<file path="config.mk">
export PLATFORM = sky130hd
export DESIGN_NAME = mem_port_arbiter_flat
export DESIGN_NICKNAME = d
export VERILOG_FILES = /design/src/rtl/mem_port_arbiter_pkg.sv /design/src/rtl/mem_port_arbiter_if.sv /design/src/rtl/mem_arb_prio.sv /design/src/rtl/mem_port_arbiter.sv /design/src/flat_wrapper.sv
export SDC_FILE = /design/constraint.sdc
export NUM_CORES = 1
export LEC_CHECK = 0
export ABC_AREA = 1
export CORE_AREA = 8 8 192 194
export CTS_CLUSTER_DIAMETER = 60
export DETAILED_ROUTE_END_ITERATION = 10
export DIE_AREA = 0 0 200 202
export PLACE_DENSITY = 0.51
export SKIP_CTS_REPAIR_TIMING = 1
export SYNTH_ARGS = -nofsm -noshare
export SYNTH_HDL_FRONTEND = slang
export SYNTH_SLANG_ARGS = --single-unit
export TNS_END_PERCENT = 100
</file>
<file path="constraint.sdc">
create_clock -name clk -period 2.6 [get_ports clk]
set_input_delay 0.52 -clock clk [delete_from_list [all_inputs] [get_ports clk]]
set_output_delay 0.52 -clock clk [all_outputs]
set_load 0.05 [all_outputs]
</file>
<file path="src/rtl/mem_port_arbiter_pkg.sv">
// Shared types and constants for the unified memory port arbiter.
// Contents:
//   MEM_AW / MEM_DW : downstream address / data widths
//   arb_state_t     : transaction FSM states
//   owner_e         : arbitration winner encoding
//   inst_word()     : selects the 32-bit instruction lane from a 64-bit beat
package mem_port_arbiter_pkg;

  localparam int unsigned MEM_AW = 64;
  localparam int unsigned MEM_DW = 64;
  localparam int unsigned INST_W = 32;
  localparam int unsigned STRB_W = MEM_DW / 8;
  // Wide enough for the full starvation limit range (1..15).
  localparam int unsigned CNT_W  = 4;

  typedef enum logic [1:0] {
    StIdle,
    StWaitI,
    StWaitD
  } arb_state_t;

  typedef enum logic [1:0] {
    OwnerNone,
    OwnerInst,
    OwnerData
  } owner_e;

  // Address bit 2 picks the upper or lower instruction within the 64-bit beat.
  function automatic logic [INST_W-1:0] inst_word(input logic [MEM_DW-1:0] rdata,
                                                  input logic              hi);
    return hi ? rdata[MEM_DW-1:INST_W] : rdata[INST_W-1:0];
  endfunction

endpackage

</file>
<file path="src/rtl/mem_port_arbiter_if.sv">
// Handshake bundle between the IF/EX requesters, the arbiter and the memory bridge.
// Groups:
//   inst_*      : fetch request / response
//   data_*      : LSU request / response
//   mem_*       : downstream unified port
// Modports:
//   slave  : arbiter view (takes requests, drives responses and the downstream port)
//   master : environment view (pipeline requesters plus memory bridge)
interface mem_port_arbiter_if;
  import mem_port_arbiter_pkg::*;

  logic                inst_req;
  logic [MEM_AW-1:0]   inst_addr;
  logic                inst_rvalid;
  logic [INST_W-1:0]   inst_rdata;

  logic                data_sram_en;
  logic [STRB_W-1:0]   data_sram_we;
  logic [MEM_AW-1:0]   data_sram_addr;
  logic [MEM_DW-1:0]   data_sram_wdata;
  logic                data_rvalid;
  logic [MEM_DW-1:0]   data_rdata;

  logic                mem_en;
  logic [STRB_W-1:0]   mem_we;
  logic [MEM_AW-1:0]   mem_addr;
  logic [MEM_DW-1:0]   mem_wdata;
  logic                mem_ready;
  logic                mem_rvalid;
  logic [MEM_DW-1:0]   mem_rdata;

  modport slave (
    input  inst_req, inst_addr,
    output inst_rvalid, inst_rdata,
    input  data_sram_en, data_sram_we, data_sram_addr, data_sram_wdata,
    output data_rvalid, data_rdata,
    output mem_en, mem_we, mem_addr, mem_wdata,
    input  mem_ready, mem_rvalid, mem_rdata
  );

  modport master (
    output inst_req, inst_addr,
    input  inst_rvalid, inst_rdata,
    output data_sram_en, data_sram_we, data_sram_addr, data_sram_wdata,
    input  data_rvalid, data_rdata,
    input  mem_en, mem_we, mem_addr, mem_wdata,
    output mem_ready, mem_rvalid, mem_rdata
  );

endinterface

</file>
<file path="src/rtl/mem_arb_prio.sv">
// Winner select for the shared memory port plus the fetch starvation counter.
// Data normally wins; once fetch has lost STARVE_MAX transfers in a row it wins instead.
// Ports:
//   clk, rst_n    : clock, synchronous active-low reset
//   idle_i        : arbiter FSM is in its issue state
//   inst_req_i    : fetch request pending
//   data_req_i    : LSU request pending
//   mem_ready_i   : downstream accepts a request this cycle
//   grant_o       : current winner (combinational)
module mem_arb_prio
  import mem_port_arbiter_pkg::*;
#(
  parameter int unsigned STARVE_MAX = 4
) (
  input  logic   clk,
  input  logic   rst_n,
  input  logic   idle_i,
  input  logic   inst_req_i,
  input  logic   data_req_i,
  input  logic   mem_ready_i,
  output owner_e grant_o
);

  localparam logic [CNT_W-1:0] StarveMax = CNT_W'(STARVE_MAX);

  logic [CNT_W-1:0] starve_cnt_q, starve_cnt_d;
  logic             inst_forced;

  assign inst_forced = (starve_cnt_q == StarveMax);

  always_comb begin
    grant_o = OwnerNone;
    if (data_req_i && !(inst_req_i && inst_forced)) begin
      grant_o = OwnerData;
    end else if (inst_req_i) begin
      grant_o = OwnerInst;
    end
  end

  // A loss is only counted when data actually transfers, so a stalled downstream
  // cannot flip the winner while the requesters hold their request.
  always_comb begin
    starve_cnt_d = starve_cnt_q;
    if (!inst_req_i) begin
      starve_cnt_d = '0;
    end else if (idle_i && mem_ready_i) begin
      if (grant_o == OwnerInst) begin
        starve_cnt_d = '0;
      end else if (!inst_forced) begin
        starve_cnt_d = starve_cnt_q + 1'b1;
      end
    end
  end

  always_ff @(posedge clk) begin
    if (!rst_n) begin
      starve_cnt_q <= '0;
    end else begin
      starve_cnt_q <= starve_cnt_d;
    end
  end

endmodule

</file>
<file path="src/rtl/mem_port_arbiter.sv">
// Shares one 64-bit memory port between the IF fetch port and the EX-stage LSU port.
// One transaction may be outstanding; responses are routed back to their owner and
// fetch responses killed by a taken branch are silently consumed.
// Ports:
//   clk, rst_n      : clock, synchronous active-low reset
//   flush_i         : taken branch from EX, kills the in-flight fetch
//   arb_io          : requester / memory handshake bundle (slave view)
//   stallreq_if_o   : fetch requester must stall
//   stallreq_ex_o   : LSU requester must stall
module mem_port_arbiter
  import mem_port_arbiter_pkg::*;
#(
  parameter int unsigned STARVE_MAX = 4
) (
  input  logic                     clk,
  input  logic                     rst_n,
  input  logic                     flush_i,
  mem_port_arbiter_if.slave        arb_io,
  output logic                     stallreq_if_o,
  output logic                     stallreq_ex_o
);

  arb_state_t state_q, state_d;
  logic       drop_q, drop_d;
  logic       word_hi_q, word_hi_d;
  owner_e     grant;
  logic       idle;
  logic       xfer;

  assign idle = (state_q == StIdle);

  mem_arb_prio #(
    .STARVE_MAX (STARVE_MAX)
  ) u_prio (
    .clk         (clk),
    .rst_n       (rst_n),
    .idle_i      (idle),
    .inst_req_i  (arb_io.inst_req),
    .data_req_i  (arb_io.data_sram_en),
    .mem_ready_i (arb_io.mem_ready),
    .grant_o     (grant)
  );

  // Downstream request mux; stable under back-pressure because requesters hold.
  always_comb begin
    arb_io.mem_we    = '0;
    arb_io.mem_addr  = '0;
    arb_io.mem_wdata = '0;
    unique case (grant)
      OwnerInst: begin
        arb_io.mem_addr = arb_io.inst_addr;
      end
      OwnerData: begin
        arb_io.mem_we    = arb_io.data_sram_we;
        arb_io.mem_addr  = arb_io.data_sram_addr;
        arb_io.mem_wdata = arb_io.data_sram_wdata;
      end
      default: ;
    endcase
    arb_io.mem_en = rst_n && idle && (grant != OwnerNone);
  end

  assign xfer = arb_io.mem_en && arb_io.mem_ready;

  always_comb begin
    state_d   = state_q;
    drop_d    = drop_q;
    word_hi_d = word_hi_q;
    unique case (state_q)
      StIdle: begin
        if (xfer) begin
          if (grant == OwnerInst) begin
            state_d   = StWaitI;
            word_hi_d = arb_io.inst_addr[2];
          end else begin
            state_d = StWaitD;
          end
        end
      end
      StWaitI: begin
        // A response in the flush cycle completes the fetch, so nothing is left to drop.
        if (arb_io.mem_rvalid) begin
          state_d = StIdle;
          drop_d  = 1'b0;
        end else if (flush_i) begin
          drop_d = 1'b1;
        end
      end
      StWaitD: begin
        if (arb_io.mem_rvalid) begin
          state_d = StIdle;
        end
      end
      default: state_d = StIdle;
    endcase
  end

  always_ff @(posedge clk) begin
    if (!rst_n) begin
      state_q   <= StIdle;
      drop_q    <= 1'b0;
      word_hi_q <= 1'b0;
    end else begin
      state_q   <= state_d;
      drop_q    <= drop_d;
      word_hi_q <= word_hi_d;
    end
  end

  // Responses pass straight through in the cycle mem_rvalid arrives.
  assign arb_io.inst_rvalid = rst_n && (state_q == StWaitI) && arb_io.mem_rvalid &&
                              !drop_q && !flush_i;
  assign arb_io.inst_rdata  = inst_word(arb_io.mem_rdata, word_hi_q);
  assign arb_io.data_rvalid = rst_n && (state_q == StWaitD) && arb_io.mem_rvalid;
  assign arb_io.data_rdata  = arb_io.mem_rdata;

  assign stallreq_if_o = arb_io.inst_req && !arb_io.inst_rvalid;
  assign stallreq_ex_o = arb_io.data_sram_en && !arb_io.data_rvalid;

endmodule

</file>
<file path="src/flat_wrapper.sv">
// flat-port wrapper written by rule: the top's interface ports become plain ports
module mem_port_arbiter_flat import mem_port_arbiter_pkg::*;
#(
  parameter int unsigned STARVE_MAX = 4
)
  (clk, rst_n, flush_i, stallreq_if_o, stallreq_ex_o, arb_io_inst_req, arb_io_inst_addr, arb_io_inst_rvalid, arb_io_inst_rdata, arb_io_data_sram_en, arb_io_data_sram_we, arb_io_data_sram_addr, arb_io_data_sram_wdata, arb_io_data_rvalid, arb_io_data_rdata, arb_io_mem_en, arb_io_mem_we, arb_io_mem_addr, arb_io_mem_wdata, arb_io_mem_ready, arb_io_mem_rvalid, arb_io_mem_rdata);
  mem_port_arbiter_if arb_io_i ();
  input  logic clk;
  input  logic rst_n;
  input  logic flush_i;
  output logic stallreq_if_o;
  output logic stallreq_ex_o;
  input wire logic [$bits(arb_io_i.inst_req)-1:0] arb_io_inst_req;
  input wire logic [$bits(arb_io_i.inst_addr)-1:0] arb_io_inst_addr;
  output wire logic [$bits(arb_io_i.inst_rvalid)-1:0] arb_io_inst_rvalid;
  output wire logic [$bits(arb_io_i.inst_rdata)-1:0] arb_io_inst_rdata;
  input wire logic [$bits(arb_io_i.data_sram_en)-1:0] arb_io_data_sram_en;
  input wire logic [$bits(arb_io_i.data_sram_we)-1:0] arb_io_data_sram_we;
  input wire logic [$bits(arb_io_i.data_sram_addr)-1:0] arb_io_data_sram_addr;
  input wire logic [$bits(arb_io_i.data_sram_wdata)-1:0] arb_io_data_sram_wdata;
  output wire logic [$bits(arb_io_i.data_rvalid)-1:0] arb_io_data_rvalid;
  output wire logic [$bits(arb_io_i.data_rdata)-1:0] arb_io_data_rdata;
  output wire logic [$bits(arb_io_i.mem_en)-1:0] arb_io_mem_en;
  output wire logic [$bits(arb_io_i.mem_we)-1:0] arb_io_mem_we;
  output wire logic [$bits(arb_io_i.mem_addr)-1:0] arb_io_mem_addr;
  output wire logic [$bits(arb_io_i.mem_wdata)-1:0] arb_io_mem_wdata;
  input wire logic [$bits(arb_io_i.mem_ready)-1:0] arb_io_mem_ready;
  input wire logic [$bits(arb_io_i.mem_rvalid)-1:0] arb_io_mem_rvalid;
  input wire logic [$bits(arb_io_i.mem_rdata)-1:0] arb_io_mem_rdata;
  assign arb_io_i.inst_req = arb_io_inst_req;
  assign arb_io_i.inst_addr = arb_io_inst_addr;
  assign arb_io_inst_rvalid = arb_io_i.inst_rvalid;
  assign arb_io_inst_rdata = arb_io_i.inst_rdata;
  assign arb_io_i.data_sram_en = arb_io_data_sram_en;
  assign arb_io_i.data_sram_we = arb_io_data_sram_we;
  assign arb_io_i.data_sram_addr = arb_io_data_sram_addr;
  assign arb_io_i.data_sram_wdata = arb_io_data_sram_wdata;
  assign arb_io_data_rvalid = arb_io_i.data_rvalid;
  assign arb_io_data_rdata = arb_io_i.data_rdata;
  assign arb_io_mem_en = arb_io_i.mem_en;
  assign arb_io_mem_we = arb_io_i.mem_we;
  assign arb_io_mem_addr = arb_io_i.mem_addr;
  assign arb_io_mem_wdata = arb_io_i.mem_wdata;
  assign arb_io_i.mem_ready = arb_io_mem_ready;
  assign arb_io_i.mem_rvalid = arb_io_mem_rvalid;
  assign arb_io_i.mem_rdata = arb_io_mem_rdata;
  mem_port_arbiter #(.STARVE_MAX(STARVE_MAX)) u_core (.clk(clk), .rst_n(rst_n), .flush_i(flush_i), .arb_io(arb_io_i), .stallreq_if_o(stallreq_if_o), .stallreq_ex_o(stallreq_ex_o));
endmodule
</file>
## Yosys cells after proc, flatten, opt, wreduce, memory -nomap -nowiden

Cells that the tools add are included.

- Register bits: 8
- Bits of input ports: 271
- Logic and storage cells: 55
- Output and inout port bits: 237

- Add/subtract/negate cells: 1
- Multiplexer cells: 14
- Reduce and logical (&&, ||, !) cells: 28
- Equal/unequal tests: 8

Operators by type and width:

| kind | count |
|---|---|
| $pmux W64 S2 | 1 |
| $mux W64 | 1 |
| $mux W32 | 1 |
| $logic_and A1 B1 Y1 | 14 |
| $mux W2 | 4 |
| $mux W4 | 2 |
| $mux W8 | 1 |
| $reduce_and A2 Y1 | 4 |
| $logic_not A1 Y1 | 5 |
| $add A4 B1 Y4 const B | 1 |
| $eq A2 B1 Y1 const B | 2 |
| $eq A2 B2 Y1 const B | 2 |
| $eq A4 B3 Y1 const B | 1 |
| $ne A2 B1 Y1 const B | 2 |
| $pmux W2 S2 | 1 |
| $reduce_bool A2 Y1 | 2 |
| $mux W1 | 3 |
| $reduce_and A3 Y1 | 1 |
| $logic_not A2 Y1 | 1 |
| $ne A2 B2 Y1 const B | 1 |
| $reduce_or A2 Y1 | 1 |

## Longest topological paths before layout

Gate-level depths: netlist of run 1.

- Depth in word-level cells: 10
- Mapped depth: 9
- Gate-level depth less buffers: 9

## By module

From an unflattened synthesis of run 1, not the netlist that was laid out.

- Cell total of the unflattened synthesis: 557
- Area total of the unflattened synthesis: 3,184.3 um^2

By module, submodules not included:

| module | sequential area each (um^2) | area an instance (um^2) | instances | cells each |
|---|---|---|---|---|
| mem_port_arbiter | 80.1 | 2,900.3 | 1 | 512 |
| mem_arb_prio | 80.1 | 284.0 | 1 | 45 |

## Least setup slack after synthesis of run 1

Ideal clock, no wire load.

- Path type: input to output
- From: in flush_i
- To: out stallreq_if_o
- Arrival: 2.820 ns
- Path slack: -0.740 ns
- Cell stages on the path: 2
- Buffers on the path: 0
- Required time: 2.080 ns
- Cells stage by stage: nor4_1 nor2_1

- Word-level cells in the longest chain between the ends: 4

Ends and longest elaborated chain:

| element | line | RTL |
|---|---|---|
| start: declaration | flat_wrapper.sv:10 | `input logic flush_i;` |
| $logic_not A1 Y1 | mem_port_arbiter.sv:112 | `!drop_q && !flush_i;` |
| $logic_and A1 B1 Y1 | mem_port_arbiter.sv:112 |  |
| $logic_not A1 Y1 | mem_port_arbiter.sv:117 | `assign stallreq_if_o = arb_io.inst_req && !arb_io.inst_rvalid;` |
| $logic_and A1 B1 Y1 | mem_port_arbiter.sv:117 |  |
| end: declaration | flat_wrapper.sv:11 | `output logic stallreq_if_o;` |

No other way between the ends.

## Worst setup path in the final report of run 1

- From: in arb_io_data_sram_en
- To: out arb_io_mem_addr[24]

- Word-level cells in the longest chain between the ends: 4
- Elaborated cells between the ends (all ways): 5
- Classes of those cells: eq/ne: 2; mux: 2; reduce/logical: 1

Ends and longest elaborated chain:

| element | line | RTL |
|---|---|---|
| start: declaration | flat_wrapper.sv:17 | `input wire logic [$bits(arb_io_i.data_sram_en)-1:0] arb_io_data_sram_en;` |
| $logic_and A1 B1 Y1 (*) | mem_arb_prio.sv:33 | `if (data_req_i && !(inst_req_i && inst_forced)) begin` |
| $mux W2 (*) | mem_arb_prio.sv:33 |  |
| $eq A2 B2 Y1 / $eq A2 B1 Y1 (equally long branches) | mem_port_arbiter.sv:49 | `unique case (grant)` |
| $pmux W64 S2 (*) | mem_port_arbiter.sv:49 |  |
| end: declaration | flat_wrapper.sv:25 | `output wire logic [$bits(arb_io_i.mem_addr)-1:0] arb_io_mem_addr;` |

Every way passes the cells marked *; elsewhere a longest branch is shown, timed or not.

==> key figures, run 1 <==
Die
  • Std-Cell Rows: 68
  • Core area: 33900 um^2
  • Num ports: 508
  • Die height: 202 um
  • DIE WIDTH: 200 um
  • Die Area: 40400 um^2
  • Initial Util: 0.0827

Placement
  • Inst Count DP: 1442
  • Final RePlAce weighted congestion: 0.792
  • I/O Buffers: 507
  • Dpl cell area: 9610 um^2
  • Post-place setup slack: -31.5 ps
  • DP HPWL: 21800 um

Finish
  • Finished Cell Area: 9700 um^2
  • Commonest non-fill, non-tap cell in the layout: clkdlybuf4s50_1
  • Share of layout cells above drive strength 1: 0.299
  • Nets: 1268
  • Non-filler instance count after layout: 1448
  • Final Core Density: 0.286
  • Layout area overhead: 245%
  • Commonest non-fill, non-tap cells in the layout: clkdlybuf4s50_1 (269), nand2_1 (213), buf_12 (177)

Synth
  • Synth Area per Inst: 5.11 um^2
  • Synth warn: 0
  • Syn_nets: 826
  • Sequential area share after synthesis: 0.0570
  • Synth Instances: 550
  • Netlist cell types: 22
  • Mapped Area: 2810 um^2
  • Register bit total from synthesis: 8

Power and ir drop
  • Peak VDD IR: 0.133 mV
  • Switch share: 0.476
  • NetSw: 1.38 mW
  • Power density over the cells: 300 nW/um^2
  • Total power: 2.91 mW
  • Leakage: 4.55 nW
  • Reg power frac: 0.047
  • Clk network pwr share: 0.091
  • Internal power: 1.52 mW
  • Combinational power share: 0.862

Timing
  • Final setup vio count: 0
  • Top achievable clock speed: 402 MHz
  • Final Hold Fails: 0
  • Fin worst setup slack: 111 ps
  • Worst-Margin Slew: 468 ps
  • Setup TNS: 0 ps
  • Crit path time final: 2490 ps
  • Tcrit/Tclk final: 0.957
  • Final Skew: 0.863 ps
  • RSZ-0062 raised after global routing: no
  • Rel. slew slack: 0.688
  • Slew Viols, Final: 0
  • Worst hold margin: 489 ps

Job
  • MaxCap Viol Count: 0

Global route
  • Initial antenna violation count: 7
  • Largest net degree at the start of global routing: 48
  • Global-route met1 utilization: 0.0978
  • Vias in the first global route: 5121
  • Met2 usage in global routing: 0.213
  • First-pass GRT wire length: 32700 um
  • GR peak layer: met2
  • Gr ovfl total: 0
  • Met3 Use GR: 0.0417
  • GRT Total Usage: 0.107

Critical path
  • Endpoint class of the critical path: primary output
  • Reg2Reg Depth: 9
  • R2R Path End: u_core.state_q[1]
  • Crit path required time: 2080 ps
  • R2R setup slack: 1060 ps
  • Setup CP Type: in -> out
  • Reg-to-reg startpoint: u_core.u_prio.starve_cnt_q[0]
  • Critical path startpoint category: primary input
  • Crit Path Max Fanout: 21
  • Critical path data arrival time: 1970 ps

Outcome
  • Status: finished clean

CTS
  • Total CTS buffers: 3
  • Clock tree sinks: 8
  • H-tree lvl count: 1
  • CTS root buffer: clkbuf_16
  • Clk slew on worst S/H paths: 40 ps
  • CTS max path bufs: 2
  • CTS tree: yes
  • Skew-Pair Late Insertion Delay: 240 ps

Drt
  • Starting DRT DRC Count: 151
  • Routed WL per cell: 16.3 um
  • Via count: 4820
  • TritonRoute pass-1 iters: 4
  • ANT nets after route: 0
  • Residual DRC: 0
  • Routed vias/inst: 3.33
  • WL final: 23600 um

Min path
  • Hold path endpoint: u_core.drop_q
  • Hold WC Path Type: reg -> reg
  • Hold path start: u_core.drop_q
  • Hold depth: 2
==> power groups by stage <==
stage	sequential (mW)	clock, mW	combinational [mW]
2_1_floorplan	0.137	0	1.17
3_3_place_gp	0.139	0	2.52
3_5_place_dp	0.139	0	2.53
4_1_cts	0.137	0.268	2.54
5_1_grt	0.138	0.273	2.62
6_report	0.137	0.265	2.50
==> synthesized netlist by cell type (all sizes together) <==
| master | instances | area [um^2] |
|---|---|---|
| nand2 | 214 | 806 |
| inv | 91 | 342 |
| nor2 | 88 | 330 |
| buf | 82 | 597 |
| mux2 | 32 | 360 |
| dfxtp | 8 | 160 |
| nand3 | 8 | 40.0 |
| a21oi | 7 | 38.8 |
| clkbuf | 7 | 26.3 |
| ha | 5 | 62.6 |
| nand4 | 3 | 18.8 |
| o21ai | 2 | 10.0 |
| clkinv | 1 | 3.75 |
| nor4 | 1 | 6.26 |
| o211ai | 1 | 7.51 |
==> layer usage <==
metal	share of wire	vias to the layer above	wire length [um]
li1	-	2434	-
met1	0.31	2067	7360
met2	0.54	296	12700
met3	0.13	21	3050
met4	0.017	2	397
met5	0.00055	-	13
==> cell families after synthesis <==
family	count (synthesis)	share of synthesized area
and+or+nand+nor	314	0.428
DFF	8	0.0570
AOI/OAI and AO/OA	10	0.0200
adders and majority gates	5	0.0223
buffers and inverters	181	0.345
muxes	32	0.128
==> state kept, by name, summed over array words and instances (netlist names) <==
signal,flops
u_core.state_q,2
u_core.u_prio.starve_cnt_q,4
u_core.word_hi_q,1
u_core.drop_q,1
==> how the worst max path moves through the flow <==
stage / from / to / slack (ps) / cells after the start
after floorplan: rst_n / stallreq_if_o / 40 / 3
after global placement: arb_io_inst_req / arb_io_mem_addr[24] / -20 / 8
after detailed placement: arb_io_inst_req / arb_io_mem_addr[24] / -30 / 8
after CTS: arb_io_inst_req / arb_io_mem_addr[24] / -40 / 8
after global routing: arb_io_data_sram_en / arb_io_mem_addr[17] / 10 / 8
final: arb_io_data_sram_en / arb_io_mem_addr[24] / 110 / 8
==> critical path, cell delays in order <==
cell and delay [ps]:
clkdlybuf4s50_1 400, buf_4 160, a21oi_4 160, buf_12 170, buf_12 160, nand2_1 60, nand2_1 140, buf_12 160
==> layout make-up <==
type	instances	area, um^2
Timing Repair Buffer	526	6850
Multi-Input combinational cell	361	1690
Tap cell	455	569
Clock buffer	3	75.1
Inverter	92	345
Sequential cell	8	160
Antenna cell	3	7.51
Fill cell	3588	24300
Power figures use the tool's default switching activity.
==> run 2, diff against run 1 <==
GPL_TIMING_DRIVEN = 0   (was not set)
==> key figures, run 2 (same netlist as run 1, synthesis figures left out) <==
Timing
  • Rel. slew slack: 0.591 (was 0.688)
  • Tcrit/Tclk final: 0.982 (was 0.957)
  • Worst hold margin: 491 ps (was 489 ps)
  • Crit path time final: 2550 ps (was 2490 ps)
  • Setup TNS: 0 ps (unchanged)
  • Final setup vio count: 0 (unchanged)
  • Fin worst setup slack: 46.4 ps (was 111 ps)
  • Worst-Margin Slew: 613 ps (was 468 ps)
  • Final Skew: 5.21 ps (was 0.863 ps)
  • Slew Viols, Final: 0 (unchanged)
  • Final Hold Fails: 0 (unchanged)
  • Top achievable clock speed: 392 MHz (was 402 MHz)

Critical path
  • Endpoint class of the critical path: primary output (unchanged)
  • Reg-to-reg startpoint: u_core.u_prio.starve_cnt_q[1] (was u_core.u_prio.starve_cnt_q[0])
  • Crit Path Max Fanout: 2 (was 21)
  • Critical path startpoint category: primary input (unchanged)
  • Worst setup path end: arb_io_data_rdata[9] (was arb_io_mem_addr[24])
  • R2R Path End: u_core.u_prio.starve_cnt_q[3] (was u_core.state_q[1])
  • Reg2Reg Depth: 10 (was 9)
  • Slowest stage delay, CP: 790 ps (was 400 ps)
  • CP Depth: 3 (was 8)
  • CP delay by family, top: buffers and inverters (unchanged)
  • Slowest CP cell: clkdlybuf4s50_1 (unchanged)
  • WP buf/inv: 3 (was 5)
  • Setup CP Type: in -> out (unchanged)
  • Critical path origin: arb_io_mem_rdata[9] (was arb_io_data_sram_en)
  • Crit path required time: 2080 ps (about the same)
  • CP most frequent cell: clkdlybuf4s50_1 (was buf_12)
  • Crit-path cells: clkdlybuf4s50_1, buf_4, clkdlybuf4s50_1 (was clkdlybuf4s50_1, buf_4, a21oi_4, buf_12, buf_12, nand2_1, nand2_1, buf_12)
  • R2R setup slack: 850 ps (was 1060 ps)
  • Critical path data arrival time: 2030 ps (was 1970 ps)

Global route
  • Largest net degree at the start of global routing: 11 (was 48)
  • First-pass GRT wire length: 32300 um (was 32700 um)
  • Initial antenna violation count: 5 (was 7)
  • Vias in the first global route: 5279 (was 5121)
  • Gr ovfl total: 0 (unchanged)
  • GRT Total Usage: 0.104 (was 0.107)

Finish
  • Biggest regs: u_core.u_prio.starve_cnt_q (4), u_core.state_q (2) (unchanged)
  • Commonest non-fill, non-tap cells in the layout: clkdlybuf4s50_1 (335), nand2_1 (211), dlymetal6s2s_1 (98) (was clkdlybuf4s50_1 (269), nand2_1 (213), buf_12 (177))
  • Finished Cell Area: 8720 um^2 (was 9700 um^2)
  • Share of layout cells above drive strength 1: 0.201 (was 0.299)
  • Final Core Density: 0.257 (was 0.286)
  • Commonest non-fill, non-tap cell in the layout: clkdlybuf4s50_1 (unchanged)
  • Number of flip-flops in the largest register: 4 (unchanged)
  • Layout area overhead: 210% (was 245%)
  • Largest register by flop count: u_core.u_prio.starve_cnt_q (unchanged)
  • Nets: 1342 (was 1268)
  • Non-filler instance count after layout: 1520 (was 1448)

Job
  • MaxCap Viol Count: 0 (unchanged)

Die
  • Initial Util: 0.0827 (unchanged)
  • Num ports: 508 (unchanged)
  • Die height: 202 um (unchanged)
  • Std-Cell Rows: 68 (unchanged)
  • DIE WIDTH: 200 um (unchanged)
  • Core area: 33900 um^2 (unchanged)
  • Die Area: 40400 um^2 (unchanged)

CTS
  • Clock tree sinks: 8 (unchanged)
  • Clk slew on worst S/H paths: 40 ps (about the same)
  • Skew-Pair Late Insertion Delay: 230 ps (was 240 ps)
  • H-tree lvl count: 1 (unchanged)
  • CTS tree: yes (unchanged)
  • CTS max path bufs: 2 (unchanged)
  • Total CTS buffers: 3 (unchanged)
  • CTS root buffer: clkbuf_16 (unchanged)

Drt
  • TritonRoute pass-1 iters: 4 (unchanged)
  • ANT nets after route: 0 (unchanged)
  • WL final: 23700 um (was 23600 um)
  • Via count: 5033 (was 4820)
  • Starting DRT DRC Count: 129 (was 151)
  • Routed WL per cell: 15.6 um (was 16.3 um)
  • Residual DRC: 0 (unchanged)
  • Routed vias/inst: 3.31 (was 3.33)

Power and ir drop
  • Switch share: 0.522 (was 0.476)
  • Leakage: 5.24 nW (was 4.55 nW)
  • Clk network pwr share: 0.105 (was 0.091)
  • Peak VDD IR: 0.148 mV (was 0.133 mV)
  • Reg power frac: 0.056 (was 0.047)
  • Power density over the cells: 285 nW/um^2 (was 300 nW/um^2)
  • Internal power: 1.19 mW (was 1.52 mW)
  • NetSw: 1.30 mW (was 1.38 mW)
  • Total power: 2.49 mW (was 2.91 mW)
  • Combinational power share: 0.838 (was 0.862)

Placement
  • Final RePlAce weighted congestion: 0.812 (was 0.792)
  • Post-place setup slack: -1050 ps (was -31.5 ps)
  • I/O Buffers: 507 (unchanged)
  • Dpl cell area: 8460 um^2 (was 9610 um^2)
  • DP HPWL: 21300 um (was 21800 um)
  • Inst Count DP: 1512 (was 1442)

Outcome
  • Status: finished clean (unchanged)

Min path
  • Hold WC Path Type: reg -> reg (unchanged)
  • Hold depth: 2 (unchanged)
[run 2: changes by cell type in the layout (fill, tap and decap cells not counted), sizes merged]
cell           delta
clkdlybuf4s50    +66
nand2             +1
clkbuf           +55
diode             -2
buf             -145
dlymetal6s2s     +97
[run 2: cell type report]
class	count	area, um^2
clock buffers	3	75.1
well taps	455	569
plain buffers	88	684
inverters	92	348
flip-flops and latches	8	163
diodes	1	2.50
fillers	3717	25200
repair buffers	511	5140
multi-input cells	362	1740
[run 2: how the worst min path moves through the flow]
stage	startpoint	end	slack, ps
after global routing	u_core.u_prio.starve_cnt_q[0]	u_core.u_prio.starve_cnt_q[0]	520
after global placement	u_core.drop_q	u_core.drop_q	470
after CTS	u_core.drop_q	u_core.drop_q	510
after detailed placement	u_core.drop_q	u_core.drop_q	500
final	u_core.u_prio.starve_cnt_q[0]	u_core.u_prio.starve_cnt_q[0]	490
after floorplan	u_core.drop_q	u_core.drop_q	460
[run 2: power groups by stage]
stage          Combinational [mW]  Sequential, mW  Clock (mW)
2_1_floorplan                1.17           0.137           0
3_3_place_gp                 2.13           0.138           0
3_5_place_dp                 2.13           0.139           0
4_1_cts                      2.14           0.137       0.263
5_1_grt                      2.21           0.140       0.275
6_report                     2.09           0.139       0.262
[run 2: worst min-delay path, delay by kind of cell, from the launching register on]
family                 cells  cell delay (ps)
flip-flops                 1              320
buffers and inverters      1               70
AO/OA/AOI/OAI              1               60
[run 2: routing by layer]
| layer | vias to the layer above | GRT usage | routed length (um) |
|---|---|---|---|
| li1 | 2573 | - | - |
| met1 | 2133 | 0.106 | 8220 |
| met2 | 305 | 0.202 | 12300 |
| met3 | 22 | 0.0299 | 2630 |
| met4 | 0 | 0.0279 | 580 |
| met5 | - | 0 | 0 |
